--- src/rtl/assoc_lookup_pkg.sv ---
// Shared types and helpers for the associative lookup bank and its LRU tracker.
package assoc_lookup_pkg;

    // Where a write lands: on the entry already holding its key, on a free
    // entry, or on the least recently used entry.
    typedef enum logic [1:0] {
        VICTIM_MATCH,
        VICTIM_FREE,
        VICTIM_LRU
    } victim_src_e;

    // Width of an age counter / entry index; never narrower than one bit.
    function automatic int calcAgeWidth(input int depth);
        return (depth > 2) ? $clog2(depth) : 1;
    endfunction

endpackage

--- src/rtl/assoc_lookup_bank_lru.sv ---
// True-LRU age tracker: one age per entry, ages always a permutation of
// 0..DEPTH-1 with 0 = most recently used and DEPTH-1 = least recently used.
module lru_age_tracker
    import assoc_lookup_pkg::*;
#(
    parameter int DEPTH = 16,
    parameter int AW    = calcAgeWidth(DEPTH)
) (
    input  logic          clk,
    input  logic          rst,
    input  logic          touchEn_i,
    input  logic [AW-1:0] touchIdx_i,
    output logic [AW-1:0] lruIdx_o
);

    logic [AW-1:0] age_q [DEPTH];
    logic [AW-1:0] age_d [DEPTH];
    logic [AW-1:0] touchedAge;

    // Touching an entry makes it MRU and ages everything that was younger than it.
    always_comb begin
        touchedAge = age_q[touchIdx_i];
        for (int i = 0; i < DEPTH; i++) begin
            age_d[i] = age_q[i];
            if (touchEn_i) begin
                if (AW'(i) == touchIdx_i) begin
                    age_d[i] = '0;
                end else if (age_q[i] < touchedAge) begin
                    age_d[i] = age_q[i] + 1'b1;
                end
            end
        end
    end

    // Exactly one entry carries the oldest age; report its index.
    always_comb begin
        lruIdx_o = '0;
        for (int i = 0; i < DEPTH; i++) begin
            if (age_q[i] == AW'(DEPTH - 1)) begin
                lruIdx_o = AW'(i);
            end
        end
    end

    // Age register; reset seeds the identity permutation so entry 0 starts as MRU.
    always_ff @(posedge clk) begin
        if (rst) begin
            for (int i = 0; i < DEPTH; i++) begin
                age_q[i] <= AW'(i);
            end
        end else begin
            for (int i = 0; i < DEPTH; i++) begin
                age_q[i] <= age_d[i];
            end
        end
    end

endmodule

--- src/rtl/assoc_lookup_bank.sv ---
// Fully-associative key/data bank with valid bits, true-LRU replacement,
// update-in-place on key match, global invalidate and write-to-read forwarding.
// Lookup results are registered and appear one cycle after the key.
module assoc_lookup_bank
    import assoc_lookup_pkg::*;
#(
    parameter int DATA_WIDTH = 32,
    parameter int KEY_WIDTH  = 4,
    parameter int DEPTH      = 16
) (
    input  logic                  clk,
    input  logic                  rst,
    input  logic                  i_we,
    input  logic [KEY_WIDTH-1:0]  i_wkey,
    input  logic [DATA_WIDTH-1:0] i_wdata,
    input  logic [KEY_WIDTH-1:0]  i_rkey,
    input  logic                  i_inv,
    output logic [DATA_WIDTH-1:0] o_rdata,
    output logic                  o_hit,
    output logic                  o_full
);

    localparam int AW = calcAgeWidth(DEPTH);
    typedef logic [AW-1:0] idx_t;

    logic [DEPTH-1:0]      valid_q;
    logic [DEPTH-1:0]      valid_d;
    logic [KEY_WIDTH-1:0]  key_q  [DEPTH];
    logic [DATA_WIDTH-1:0] data_q [DEPTH];
    logic [DATA_WIDTH-1:0] rdata_q;
    logic [DATA_WIDTH-1:0] rdata_d;
    logic                  hit_q;
    logic                  hit_d;
    logic                  full_q;

    logic [DEPTH-1:0]      rMatch;
    logic [DEPTH-1:0]      wMatch;
    logic [DEPTH-1:0]      validEff;
    logic [DATA_WIDTH-1:0] rMatchData;
    idx_t                  rMatchIdx;
    idx_t                  wMatchIdx;
    idx_t                  freeIdx;
    idx_t                  lruIdx;
    idx_t                  victimIdx;
    idx_t                  touchIdx;
    logic                  freeFound;
    logic                  touchEn;
    logic                  forward;
    victim_src_e           victimSrc;

    // Compare both keys against every valid entry; keys are unique so at most one matches.
    always_comb begin
        rMatch     = '0;
        wMatch     = '0;
        rMatchIdx  = '0;
        wMatchIdx  = '0;
        rMatchData = '0;
        for (int i = 0; i < DEPTH; i++) begin
            rMatch[i] = valid_q[i] && (key_q[i] == i_rkey);
            wMatch[i] = valid_q[i] && (key_q[i] == i_wkey);
            if (rMatch[i]) begin
                rMatchIdx  = idx_t'(i);
                rMatchData = data_q[i];
            end
            if (wMatch[i]) begin
                wMatchIdx = idx_t'(i);
            end
        end
    end

    // Victim choice sees the array after invalidate: existing key, then lowest free, then LRU.
    always_comb begin
        validEff  = i_inv ? '0 : valid_q;
        freeFound = 1'b0;
        freeIdx   = '0;
        for (int i = DEPTH - 1; i >= 0; i--) begin
            if (!validEff[i]) begin
                freeFound = 1'b1;
                freeIdx   = idx_t'(i);
            end
        end
        if (!i_inv && (|wMatch)) begin
            victimSrc = VICTIM_MATCH;
        end else if (freeFound) begin
            victimSrc = VICTIM_FREE;
        end else begin
            victimSrc = VICTIM_LRU;
        end
        case (victimSrc)
            VICTIM_MATCH: victimIdx = wMatchIdx;
            VICTIM_FREE:  victimIdx = freeIdx;
            default:      victimIdx = lruIdx;
        endcase
    end

    // Lookup result, recency update and next valid bits; a write owns the touch port.
    always_comb begin
        forward = i_we && (i_wkey == i_rkey);
        hit_d   = 1'b0;
        rdata_d = '0;
        if (forward) begin
            hit_d   = 1'b1;
            rdata_d = i_wdata;
        end else if (!i_inv && (|rMatch)) begin
            hit_d   = 1'b1;
            rdata_d = rMatchData;
        end
        touchEn  = i_we || (!i_inv && (|rMatch));
        touchIdx = i_we ? victimIdx : rMatchIdx;
        valid_d  = validEff;
        if (i_we) begin
            valid_d[victimIdx] = 1'b1;
        end
    end

    lru_age_tracker #(
        .DEPTH (DEPTH),
        .AW    (AW)
    ) u_lru (
        .clk        (clk),
        .rst        (rst),
        .touchEn_i  (touchEn),
        .touchIdx_i (touchIdx),
        .lruIdx_o   (lruIdx)
    );

    // Entry storage and registered lookup outputs; reset wins over every request.
    always_ff @(posedge clk) begin
        if (rst) begin
            valid_q <= '0;
            for (int i = 0; i < DEPTH; i++) begin
                key_q[i]  <= '0;
                data_q[i] <= '0;
            end
            rdata_q <= '0;
            hit_q   <= 1'b0;
            full_q  <= 1'b0;
        end else begin
            valid_q <= valid_d;
            if (i_we) begin
                key_q[victimIdx]  <= i_wkey;
                data_q[victimIdx] <= i_wdata;
            end
            rdata_q <= rdata_d;
            hit_q   <= hit_d;
            full_q  <= &valid_d;
        end
    end

    assign o_rdata = rdata_q;
    assign o_hit   = hit_q;
    assign o_full  = full_q;

endmodule

--- config.mk ---
export PLATFORM = sky130hd
export DESIGN_NAME = assoc_lookup_bank
export DESIGN_NICKNAME = d
export VERILOG_FILES = /design/src/rtl/assoc_lookup_pkg.sv /design/src/rtl/assoc_lookup_bank_lru.sv /design/src/rtl/assoc_lookup_bank.sv
export SDC_FILE = /design/constraint.sdc
export NUM_CORES = 1
export LEC_CHECK = 0
export CORE_ASPECT_RATIO = 0.8
export CORE_MARGIN = 4
export CORE_UTILIZATION = 25
export CTS_CLUSTER_SIZE = 24
export DETAILED_ROUTE_END_ITERATION = 6
export GPL_ROUTABILITY_DRIVEN = 0
export PLACE_DENSITY = 0.41
export SKIP_CTS_REPAIR_TIMING = 1
export SLEW_MARGIN = 20
export SYNTH_ARGS = -nofsm -noshare
export SYNTH_HDL_FRONTEND = slang
export SYNTH_SLANG_ARGS = --single-unit
--- constraint.sdc ---
create_clock -name clk -period 12.4 [get_ports clk]
set_input_delay 3.72 -clock clk [delete_from_list [all_inputs] [get_ports clk]]
set_output_delay 3.72 -clock clk [all_outputs]
set_load 0.03 [all_outputs]
==> metrics, run 1 <==
outcome finished clean; Setup Viol. Count Final 0; Root Buffer clkbuf_16; Total Die Area 146000 um^2; CTS tree built; Worst path most repeated cell a211oi_1; clk sinks 690; highest clock rate 0.101 GHz; worst min-delay path startpoint data_q[15][12]; final hold violations 0; clk_skew 0.0254 ns; Min-Delay Endpoint o_rdata[12]; largest net degree at the start of global routing 66; worst path bufs/invs 2; Congestion Overflow GR 0; worst reg2reg path depth 16; CP Data Required Time 12.98 ns; pre-CTS setup slack approximately 1.8 ns; Antenna Violating Nets Remaining 0; crit path capture type flip-flop; EDFF count, synth 576; drt pass-1 iters 6; static leakage 0.0143 uW; placeable core region about 140000 um^2; die height 342 um; number of buffers created by CTS 85; Final min period 9.93 ns; CTS max path bufs 3; Reg clk slew, reported paths 0.06 ns; vias approximately 25000; Post-Synthesis Cells 3166; vias per inst between 4 and 5; Die Width 426 um; nets between 3000 and 4000; worst hold stages 1; Peak VDD IR 0.0983 mV; Slew headroom around a quarter; GRT Total Usage 16.7%; Worst path top cell family by delay compound AO/OA/AOI/OAI gates; final setup TNS 0 ns; synthesized flop and latch total approximately 700; class of the worst hold path flip-flop to flip-flop; commonest non-fill, non-tap cells in the layout and2_1 (581), edfxtp_1 (576), nand2_1 (203); CP Data Arrival Time 10.51 ns; Power Density 138 nW/um^2; slowest cell on the critical path clkdlybuf4s50_1; first-pass GRT wire length 180000 um; total wire length 123000 um; Ys Warns 0; Netlist cell types slightly below 90; DRC 0; synthesis-to-finish area growth 16.1%; # Max-Cap Violations 0; Worst path max stage delay roughly 1 ns; Main synth FF type edfxtp_1; clk_lat worst skew ~0.7 ns; unrepaired setup endpoints after global routing no; Port Buffers 77; Initial Utilization 25.2%; Worst R2R End u_lru.age_q[0][2]; share of cells above drive strength 1 a little under a tenth; max-slew violation count 0; reg2reg start key_q[3][2]; slack of the critical path 2.47 ns; commonest non-fill, non-tap cell in the layout and2_1; CP startpoint kind input pin; H-tree depth 3; 1st-iter DRT viols 2142; register area share after synthesis 56.1%; crit-path max FO 25; Slew @ Worst Pin 1.12 ns; Post-Syn Area 34900 um^2; WS Path Type input pin to flip-flop; initial antenna violation count 13; DPL Wire Length just over 70000 um; syn nets 3274; r2r setup slk 6.19 ns; I/O pin cnt 78; Async S/R FF share, synth 0%; worst path cell trace clkdlybuf4s50_1 -> xor2_1 -> nor3_1 -> nand3_2 -> a211oi_1 -> o211ai_1 -> nand2_1 -> nand3_1 -> a211oi_1 -> a31oi_1 -> o221ai_2 -> buf_4 -> ha_1 -> a21oi_1 -> o22ai_1 -> or4b_1 -> a32o_1; DR WL/cell 24.0 um; FP Rows roughly 120; vias in the first global route between 20000 and 25000; Final Cycle Share 80.1%; mean post-synth cell area 11.0 um^2
## report_power, final
part           internal, uW  switching, uW  leakage [uW]
Combinational           172            325       0.00615
Sequential             2610           75.9       0.00690
Clock                  1330           1070       0.00127
Total                  4110           1470        0.0143
## per-stage QoR
stage | hold slack (ns) | instances | instance area [um^2] | total power (uW) | util (%)
4_1_cts | 0.475 | 5106 | 40500 | 5660 | 29.2
6_report | 0.471 | 5112 | 40500 | 5580 | 29.3
2_1_floorplan | 0.447 | 3166 | 34900 | 3030 | -
3_5_place_dp | 0.461 | 4948 | 37900 | 3230 | 27.3
5_1_grt | 0.486 | 5109 | 40500 | 5820 | 29.3
3_3_place_gp | 0.458 | 4947 | 37800 | 3230 | 27.3
## worst reg2reg max path, delay by kind of cell, from the launching register on
family	cells	cell delay, ns
flops	1	0.48
fa+ha+maj	1	0.27
xor+xnor	1	0.19
buf+inv	1	0.31
simple gates	5	2.10
compound gates	8	2.74
## cell families after synthesis
kind of cell	after synthesis	synth area share, %
adder cells (fa/ha/maj)	64	2.30
multiplexers	43	1.26
buffers and inverters	269	3.24
AND/OR/NAND/NOR	1326	20.6
AO/OA/AOI/OAI	641	13.1
XOR/XNOR	133	3.34
flip-flops	690	56.1
## how the worst max path moves through the flow
stage | slack [ns] | from | endpoint | depth (start not counted)
after floorplan | 3.82 | i_rkey[0] | u_lru.age_q[15][1] | 20
after global placement | 2.07 | i_rkey[0] | u_lru.age_q[0][2] | 17
after CTS | 2.56 | i_rkey[0] | u_lru.age_q[2][1] | 18
after detailed placement | 1.82 | i_rkey[0] | u_lru.age_q[2][1] | 18
final | 2.47 | i_rkey[0] | u_lru.age_q[0][2] | 17
after global routing | 2.02 | i_rkey[0] | u_lru.age_q[13][0] | 18
## cells in the mapped netlist, drive strengths merged (6+ instances only)
master	n	area (um^2)
nand4	22	144
mux2i	38	384
o31ai	36	270
nand2	214	803
a2111oi	9	78.8
a221oi	61	534
a211oi	77	578
nand2b	22	138
a21o	12	90.1
o211ai	20	160
o211a	6	60.1
a21oi	80	404
nor2	200	766
nand3	73	370
and3	31	194
inv	35	131
buf	32	240
a41oi	14	156
o22ai	67	419
xor2	84	736
edfxtp	576	17300
xnor2	49	429
or3	14	87.6
a221o	35	350
nor4	23	205
o311ai	6	52.6
ha	64	801
and2	581	3630
dfxtp	114	2280
nor3	98	495
a211o	16	140
nand3b	6	45.0
clkbuf	201	754
or4	8	60.1
a31oi	25	171
o21ai	124	621
o221ai	6	52.6
nor2b	13	81.3
## area by class of cell
class	instances	area, um^2
Clock buffer	118	2340
Multi-Input combinational cell	2207	14500
Fill cell	14200	97900
Inverter	36	135
Clock inverter	40	278
Antenna cell	5	12.5
Timing Repair Buffer	156	1380
Tap cell	1860	2330
Sequential cell	690	19600
## registers in the layout, indices dropped and copies added, names as in the netlist
name	flops
data_q	512
valid_q	16
o_full	1
o_rdata	32
u_lru.age_q	64
key_q	64
o_hit	1
## layer usage
layer,up-vias,track usage [%],part of all wire (%)
met5,-,0,0
met4,0,4.16,2.2
met3,152,3.05,5.8
met2,683,24.4,42
met1,12600,25.3,50
li1,11700,-,-
(Power assumes the default switching activity.)
==> inputs of run 2 (changes only) <==
Clock period 12.4 ns to 9.46 ns, I/O delays scaled along.
==> run 2 against run 1 <==
Worst setup slack got worse by 1.1 ns; clock skew down 0.00052 ns; largest cell class unchanged; global-route usage down 0.34 points; wire length fell by 1.5%; critical endpoint unchanged; cell count rose by 0.47%; via count shrank 0.45%; utilization increased by 0.31 points; design area is 1.1% higher; sequential share of layout area fell by 0.51 points.
==> metrics, run 2 (synthesized netlist as in run 1, its figures left out) <==
DPL Wire Length 77400 um (+7.3%); Power Density 182 nW/um^2 (+32%); Slew @ Worst Pin 1.09 ns (-0.0245 ns); highest clock rate 0.124 GHz; Logic pwr share 8.9% (about the same); nets 3311 (+0.82%); class of the worst hold path flip-flop to flip-flop; clk_lat worst skew 0.68 ns (-0.02 ns); Final Cycle Share around 85%; final hold violations 0 (unchanged); Sw Ratio 25.3% (-1.0 points); I/O pin cnt 78 (unchanged); CP Data Required Time 10.01 ns (-2.97 ns); Peak VDD IR 0.137 mV (+39%); crit-path max FO 20 (-20%); crit path capture type flip-flop; H-tree depth 3 (unchanged); first-pass GRT wire length 177000 um (-1.6%); 1st-iter DRT viols 2043 (-4.6%); Antenna Violating Nets Remaining 0 (unchanged); Top Registers data_q (512), key_q (64), u_lru.age_q (64); unrepaired setup endpoints after global routing no; total wire length 121000 um (-1.5%); number of buffers created by CTS 84 (-1.2%); Reg clk slew, reported paths 0.06 ns (about the same); dpl cell area 38200 um^2 (+0.80%); commonest non-fill, non-tap cells in the layout and2_1 (581), edfxtp_1 (576), nand2_1 (202); Initial Utilization 25.2% (unchanged); Final min period 8.07 ns; vias in the first global route 24500 (-0.27%); clk sinks 690 (unchanged); CTS max path bufs 3 (unchanged); internal power 5560 uW (+35%); synthesis-to-finish area growth 17.4%; Setup Viol. Count Final 0 (unchanged); Power, Total 7440 uW (+33%); pre-CTS setup slack 0.783 ns (-1.04 ns); share of cells above drive strength 1 10.1% (+1.1 points); NetSw 1880 uW (+28%); initial antenna violation count 11 (-2); GRT Total Usage 16.4% (-0.34 points); reg2reg start u_lru.age_q[5][0]; clk_skew 0.0249 ns (-0.000520 ns); static leakage 0.0146 uW (+1.9%); Critical Path Source i_rkey[2]; post-route cell area 41000 um^2 (+1.1%); outcome finished clean; max reg flops 512 (unchanged); WS Path Type input pin to flip-flop; hold slack 0.466 ns (-0.00535 ns); vias 25000 (-0.45%); vias per inst 4.87 (-0.92%); DRC 0 (unchanged); Most flops, register data_q; commonest non-fill, non-tap cell in the layout and2_1; Clock Power Share 43.8% (+0.8 points); Slew headroom 26.9% (+1.7 points); worst min-delay path startpoint data_q[15][3]; placeable core region 138000 um^2 (unchanged); drt pass-1 iters 5 (-1); DR WL/cell 23.6 um (-2.0%); Die Width 426 um (unchanged); Root Buffer clkbuf_16; Congestion Overflow GR 0 (unchanged); max-slew violation count 0 (unchanged); FP Rows 122 (unchanged); Sequential Power Share 47.3% (-0.8 points); Total Die Area 146000 um^2 (unchanged); # Max-Cap Violations 0 (unchanged); final setup TNS 0 ns (unchanged); CP Data Arrival Time 8.62 ns (-1.89 ns); slack of the critical path 1.39 ns (-1.08 ns); Port Buffers 77 (unchanged); die height 342 um (unchanged); CP startpoint kind input pin; CTS tree built; largest net degree at the start of global routing 65 (-1.5%)
==> run 2: worst max-delay path: stages <==
cell and delay (ns):
clkdlybuf4s50_1 0.84, buf_4 0.30, xor2_1 0.15, nor3_1 0.08, nand3_1 0.26, nor3_1 0.07, or3_1 0.36, o31ai_1 0.42
nand3_2 0.49, buf_4 0.33, nand2_1 0.06, and3_1 0.15, a31oi_1 0.05, o221ai_2 0.60, buf_4 0.31, ha_1 0.27
a21oi_1 0.13, o22ai_1 0.14, or4b_1 0.48, a32o_1 0.27
==> run 2: worst paths after layout <==
path	slack, ns	endpoint	cells past startpoint
hold reg to reg	0.47	o_rdata[3]	1
setup reg to reg	3.85	u_lru.age_q[15][1]	19
setup / recovery	1.39	u_lru.age_q[0][2]	20
hold / removal	0.47	o_rdata[3]	1
==> run 2: area by class of cell <==
class                   instances  area (um^2)
flip-flops and latches        690        19600
diodes                          4         10.0
repair buffers                184         1650
fillers                     14100        97500
clock inverters                34          354
multi-input cells            2207        14500
inverters                      36          135
well taps                    1860         2330
clock buffers                 121         2420
==> run 2: power by group through the flow <==
stage          registers, uW  logic (uW)  clock network, uW
4_1_cts                 3520         662               3370
6_report                3520         659               3260
2_1_floorplan           3550         423                  0
3_3_place_gp            3580         656                  0
3_5_place_dp            3580         659                  0
5_1_grt                 3530         734               3490
==> run 2: per-stage QoR <==
step / instances / utilization, %
after global routing: 5135 / 29.6
final: 5136 / 29.6
after detailed placement: 4977 / 27.6
after floorplan: 3166 / -
after CTS: 5132 / 29.6
after global placement: 4973 / 27.5
==> run 2: routing by layer <==
layer	track usage, %	vias up	wire [um]
met2	23.8	562	50700
met1	25.4	12600	62700
met4	3.58	0	2350
met5	0	-	0
li1	-	11700	-
met3	2.45	125	5130
